$ cat config.mk
export PLATFORM = sky130hd
export DESIGN_NAME = wb_arbiter
export DESIGN_NICKNAME = d
export VERILOG_FILES = /design/src/rtl/wb_pkg.sv /design/src/rtl/wb_slot.sv /design/src/rtl/wb_arbiter.sv
export SDC_FILE = /design/constraint.sdc
export NUM_CORES = 1
export LEC_CHECK = 0
export ABC_CLOCK_PERIOD_IN_PS = 3000
export BUFFER_PORTS_ARGS = -buffer_cell sky130_fd_sc_hd__buf_2
export CORE_MARGIN = 8
export CORE_UTILIZATION = 56
export CTS_BUF_LIST = sky130_fd_sc_hd__clkbuf_4 sky130_fd_sc_hd__clkbuf_8
export DETAILED_ROUTE_END_ITERATION = 8
export PLACE_DENSITY = 0.9
export SYNTH_ARGS = -nofsm -noshare
export SYNTH_HDL_FRONTEND = slang
export SYNTH_SLANG_ARGS = --single-unit
$ cat constraint.sdc
create_clock -name clk -period 3 [get_ports clk]
set_input_delay 0.3 -clock clk [delete_from_list [all_inputs] [get_ports clk]]
set_output_delay 0.3 -clock clk [all_outputs]
set_load 0.05 [all_outputs]
$ cat src/rtl/wb_pkg.sv
// Shared types for the writeback arbiter.
// Source ids, register address width and the buffered result entry.
package wb_pkg;

  typedef enum logic [1:0] {
    WB_NONE,
    WB_ALU,
    WB_LSU
  } wb_src_e;

  localparam int REG_AW  = 5;
  localparam int WB_XLEN = 32;

  typedef struct packed {
    logic [REG_AW-1:0]  rd;
    logic [WB_XLEN-1:0] data;
  } wb_entry_t;

endpackage

$ cat src/rtl/wb_slot.sv
// One-entry result buffer with valid/ready.
// Writes to x0 are accepted but never stored.
module wb_slot
  import wb_pkg::*;
#(
  parameter type entry_t = wb_entry_t
) (
  input  logic   clk,
  input  logic   rst_n,
  input  logic   valid_i,
  input  entry_t entry_i,
  input  logic   take_i,
  output logic   ready_o,
  output logic   full_o,
  output logic   fill_o,
  output entry_t entry_o
);

  logic   full_q, full_d;
  entry_t entry_q, entry_d;

  assign ready_o = rst_n && (!full_q || take_i);
  assign fill_o  = valid_i && ready_o && (entry_i.rd != '0);
  assign full_o  = full_q;
  assign entry_o = entry_q;

  always_comb begin
    full_d  = full_q;
    entry_d = entry_q;
    if (fill_o) begin
      full_d  = 1'b1;
      entry_d = entry_i;
    end else if (take_i) begin
      full_d = 1'b0;
    end
  end

  always_ff @(posedge clk) begin
    if (!rst_n) begin
      full_q  <= 1'b0;
      entry_q <= '0;
    end else begin
      full_q  <= full_d;
      entry_q <= entry_d;
    end
  end

endmodule

$ cat src/rtl/wb_arbiter.sv
// Writeback arbiter: serialises ALU and LSU results onto the
// single regfile write port with LSU priority and starvation guard.
module wb_arbiter
  import wb_pkg::*;
#(
  parameter int XLEN       = 32,
  parameter int STARVE_MAX = 4
) (
  input  logic              clk,
  input  logic              rst_n,
  input  logic              alu_valid,
  output logic              alu_ready,
  input  logic [REG_AW-1:0] alu_rd,
  input  logic [XLEN-1:0]   alu_data,
  input  logic              lsu_valid,
  output logic              lsu_ready,
  input  logic [REG_AW-1:0] lsu_rd,
  input  logic [XLEN-1:0]   lsu_data,
  output logic              rf_we,
  output logic [REG_AW-1:0] rf_wa,
  output logic [XLEN-1:0]   rf_wd,
  output logic              busy
);

  typedef struct packed {
    logic [REG_AW-1:0] rd;
    logic [XLEN-1:0]   data;
  } entry_t;

  localparam logic [3:0] SMAX = 4'(STARVE_MAX);

  entry_t  alu_e, lsu_e;
  logic    alu_full, lsu_full;
  logic    alu_fill, lsu_fill;
  wb_src_e grant;

  logic              rf_we_q, rf_we_d;
  logic [REG_AW-1:0] rf_wa_q, rf_wa_d;
  logic [XLEN-1:0]   rf_wd_q, rf_wd_d;
  logic [3:0]        streak_q, streak_d;
  logic              lsu_old_q, lsu_old_d;

  wb_slot #(.entry_t(entry_t)) u_alu_slot (
    .clk     (clk),
    .rst_n   (rst_n),
    .valid_i (alu_valid),
    .entry_i ('{rd: alu_rd, data: alu_data}),
    .take_i  (grant == WB_ALU),
    .ready_o (alu_ready),
    .full_o  (alu_full),
    .fill_o  (alu_fill),
    .entry_o (alu_e)
  );

  wb_slot #(.entry_t(entry_t)) u_lsu_slot (
    .clk     (clk),
    .rst_n   (rst_n),
    .valid_i (lsu_valid),
    .entry_i ('{rd: lsu_rd, data: lsu_data}),
    .take_i  (grant == WB_LSU),
    .ready_o (lsu_ready),
    .full_o  (lsu_full),
    .fill_o  (lsu_fill),
    .entry_o (lsu_e)
  );

  // Same destination: older slot first so the younger value lands last.
  always_comb begin
    grant = WB_NONE;
    if (alu_full && !lsu_full)
      grant = WB_ALU;
    else if (lsu_full && !alu_full)
      grant = WB_LSU;
    else if (alu_full && lsu_full) begin
      if (alu_e.rd == lsu_e.rd)
        grant = lsu_old_q ? WB_LSU : WB_ALU;
      else if (streak_q == SMAX)
        grant = WB_ALU;
      else
        grant = WB_LSU;
    end
  end

  always_comb begin
    rf_we_d  = 1'b0;
    rf_wa_d  = rf_wa_q;
    rf_wd_d  = rf_wd_q;
    streak_d = streak_q;
    unique case (1'b1)
      grant == WB_ALU: begin
        rf_we_d = 1'b1;
        rf_wa_d = alu_e.rd;
        rf_wd_d = alu_e.data;
      end
      grant == WB_LSU: begin
        rf_we_d = 1'b1;
        rf_wa_d = lsu_e.rd;
        rf_wd_d = lsu_e.data;
      end
      default: ;
    endcase
    if (!alu_full || grant == WB_ALU)
      streak_d = '0;
    else if (grant == WB_LSU && streak_q != SMAX)
      streak_d = streak_q + 4'd1;
  end

  always_comb begin
    lsu_old_d = lsu_old_q;
    if (alu_fill && lsu_fill)
      lsu_old_d = 1'b1;
    else if (lsu_fill)
      lsu_old_d = 1'b0;
    else if (alu_fill)
      lsu_old_d = 1'b1;
  end

  always_ff @(posedge clk) begin
    if (!rst_n) begin
      rf_we_q   <= 1'b0;
      rf_wa_q   <= '0;
      rf_wd_q   <= '0;
      streak_q  <= '0;
      lsu_old_q <= 1'b1;
    end else begin
      rf_we_q   <= rf_we_d;
      rf_wa_q   <= rf_wa_d;
      rf_wd_q   <= rf_wd_d;
      streak_q  <= streak_d;
      lsu_old_q <= lsu_old_d;
    end
  end

  assign rf_we = rf_we_q;
  assign rf_wa = rf_wa_q;
  assign rf_wd = rf_wd_q;
  assign busy  = alu_full || lsu_full || rf_we_q;

endmodule
==> impl_metrics.ini <==
[routing]
postRouteWirelength_um = 14100
met2_length_um = 7130
drcViolationCount = 0
avgRoutedWirePerCell_um = 17.0
wl_met1_um = 5570
first_pass_iters = 5
vias_per_cell = 5.77
dr.first_iter.drc_count = 332
ant_nets = 0
wl_met3_um = 946
highest-signal-layer = met4
vias = 4764

[worst_setup_path]
arrival_ps = 2570
worstPathCellList = inv_1 > ha_1 > nand3b_1 > nand2_1 > o21a_1 > o211ai_1 > ha_2 > nand2b_4 > and2_1 > buf_2
critical_path.max_fanout = 5
critPathKind = flip-flop to output pin
critPathBufInv = 2
worstSetupStartpointType = flip-flop
worstSetupEndpointType = output pin
cp.required_ps = 2700
crit_family = simple AND/OR/NAND/NOR gates
cpPeakStageDelay_ps = 370
critical-path-slowest-cell = dfxtp_1

[yosys]
synthCells = 598
ys_seq_area_share_pct = 46.3
synth.avg_cell_area_um2 = 8.61
synth_top_family_by_area = simple AND/OR/NAND/NOR gates
yosys_warnings = 0
synth_fp_nets = 680
yosys.cell_types.count = 35
muxShareOfSynthArea_pct = 7.19
synthAdderAreaFrac_pct = 0.972
synth_xor_area_share_pct = 1.36
synth_compound_area_share_pct = 17.6
synth_area_um2 = 5150
synthSimpleGateAreaFrac_pct = 20.8
synth_seq_cells = 119

[clock_network]
holdBufCountCts = 0
cts_resized = 0
post-cts-setup-buffers = 0
clockBufferDepth = 2
cts_tree = built
htree_num_levels = 4
clock_latency_ps = 420
cts-root-buf = clkbuf_8
cts_buffers = 17
clock_sinks = 119
cts.reportedPaths.clkPinSlew_ps = 70

[timing]
fin_skew_ps = 9.07
period_needed_ps = 2870
rsz0062_at_grt = no
setup_violations = 0
worst_pin_slew_ps = 1050
slew_viol_final = 0
hold_viol_final = 0
setup-tns-final_ps = 0
fmax_ghz = 0.348
min_period_over_period_pct = 95.7
max_slew_margin_pct = 29.7

[floorplanning]
die_w_um = 112
rows = 35
io_pins = 119
coreArea_um2 = 9060
floorplan.initialDensity_pct = 56.8
die_h_um = 112
dieArea_um2 = 12500

[power]
p_switching_mw = 1.19
total_power_mw = 4.19
powerDensity_nw_per_um2 = 674
ir_drop_mv = 0.423
power_frac_seq_pct = 41.9
leakage_nw = 2.56
p_clk_share_pct = 41.9
p_sw_share_pct = 28.4
power.internal_mw = 3.00
power_frac_comb_pct = 16.2

[placed_design]
hpwl_um = 9660
place_area_um2 = 5730
gp_congestion = 0.802
port_buffers = 118

[grt]
grt_max_degree = 48
grt_usage_pct = 22.3
grt_pass1_vias = 4749
gr-total-overflow = 0
antenna_found_initial = 0
grt_pass1_wl_um = 22700

[cells_and_area]
fin_util_pct = 68.5
final_cell_area_um2 = 6210
fin_nets = 783
layout_commonest_cell = dfxtp_1
syn2layout_area_growth_pct = 20.7
drive_gt1_share_pct = 24.1
mostFrequentLayoutCells = 119 x dfxtp_1, 118 x buf_2, 87 x nand2_1
antenna_cells = 0

[run]
maxCapViolations = 0

[status]
status = finished clean

[min_path]
min_path_type = input port to flip-flop
## layer usage
metal / GRT usage, % / vias up
li1: - / 2260
met1: 24.4 / 2239
met2: 39.5 / 224
met3: 5.47 / 41
met4: 10.7 / 0
met5: 0 / -
## cell usage after synthesis
| cell type | number | area [µm²] |
|---|---|---|
| clkbuf_1 | 25 | 93.8 |
| ha_1 | 4 | 50.1 |
| nand4b_1 | 2 | 17.5 |
| o21ai_1 | 30 | 150 |
| xor2_1 | 7 | 61.3 |
| a21boi_1 | 31 | 233 |
| nand2b_1 | 1 | 6.26 |
| nor3_1 | 1 | 5.00 |
| buf_6 | 8 | 90.1 |
| a21boi_0 | 6 | 45.0 |
| a21oi_1 | 1 | 5.00 |
| o21a_1 | 2 | 15.0 |
| o211ai_1 | 2 | 15.0 |
| nand2b_4 | 1 | 13.8 |
| and3_1 | 3 | 18.8 |
| and2_1 | 42 | 263 |
| nand2_1 | 87 | 327 |
| nor2_1 | 6 | 22.5 |
| clkbuf_2 | 1 | 5.00 |
| dfxtp_1 | 119 | 2380 |
| o21ai_0 | 81 | 405 |
| mux2i_1 | 37 | 370 |
| nand3_1 | 69 | 345 |
| a32o_1 | 2 | 20.0 |
| o211a_1 | 2 | 20.0 |
| or3_1 | 1 | 6.26 |
| buf_4 | 4 | 30.0 |
| nand3b_1 | 2 | 15.0 |
| nand4_1 | 1 | 6.26 |
| buf_1 | 2 | 7.51 |
| xnor2_1 | 1 | 8.76 |
| nor2b_1 | 1 | 6.26 |
| nor3_2 | 2 | 20.0 |
| inv_1 | 2 | 7.51 |
| buf_2 | 12 | 60.1 |
## state kept, by name (all words and copies together) (netlist names)
name	flops
rf_we	1
u_alu_slot.entry_o	37
u_lsu_slot.entry_o	37
u_alu_slot.full_o	1
rf_wd	32
u_lsu_slot.full_o	1
streak_q	4
rf_wa	5
lsu_old_q	1
## layout make-up
class	instances	area, µm²
tap	111	139
clock buffer	17	234
multi-input combinational	425	2470
inverter	2	7.51
sequential	119	2380
timing repair buffer	136	726
clock inverter	15	249
fill	715	2850
## worst reg2reg max path, stage by stage (launching register included)
cell and delay, ps:
dfxtp_1 370, inv_1 90, ha_1 220, nand3b_1 190
nand2_1 140, o21a_1 240, o211ai_1 110, ha_2 240
nand2b_4 140, and3_1 440, buf_4 260, nand3_1 120
a21boi_1 230
## logic make-up after synthesis
family,Yosys count
AND/OR/NAND/NOR,219
AO/OA/AOI/OAI,157
flip-flops,119
buffers and inverters,54
multiplexers,37
XOR/XNOR,8
adder cells (fa/ha/maj),4
## power groups by stage
stage / Sequential (mW) / Clock, mW / Combinational (mW)
finish: 1.75 / 1.76 / 0.677
global route: 1.77 / 1.85 / 0.734
CTS: 1.75 / 1.77 / 0.676
detailed placement: 1.79 / 0 / 0.668
global placement: 1.78 / 0 / 0.644
floorplan: 1.89 / 0 / 0.382
## metrics by stage
stage,hold WS (ps),std cells,setup WS [ps]
final,90.1,825,128
after global placement,434,793,550
after floorplan,409,598,768
after detailed placement,441,793,306
after CTS,75.8,825,153
after global routing,84.6,825,10.4
## path summary, 6_finish.rpt
kind | endpoint | cells past startpoint | from | slack [ps]
max | lsu_ready | 10 | streak_q[0]$_SDFFE_PP0P_ | 130
min | u_alu_slot.entry_o[0]$_SDFFE_PN0P_ | 3 | alu_data[0] | 90
max reg2reg | u_lsu_slot.entry_o[5]$_SDFFE_PN0P_ | 12 | streak_q[0]$_SDFFE_PP0P_ | 150
min reg2reg | u_alu_slot.entry_o[14]$_SDFFE_PN0P_ | 2 | u_alu_slot.entry_o[14]$_SDFFE_PN0P_ | 450
Note: power is estimated with default switching activity, not from simulation.
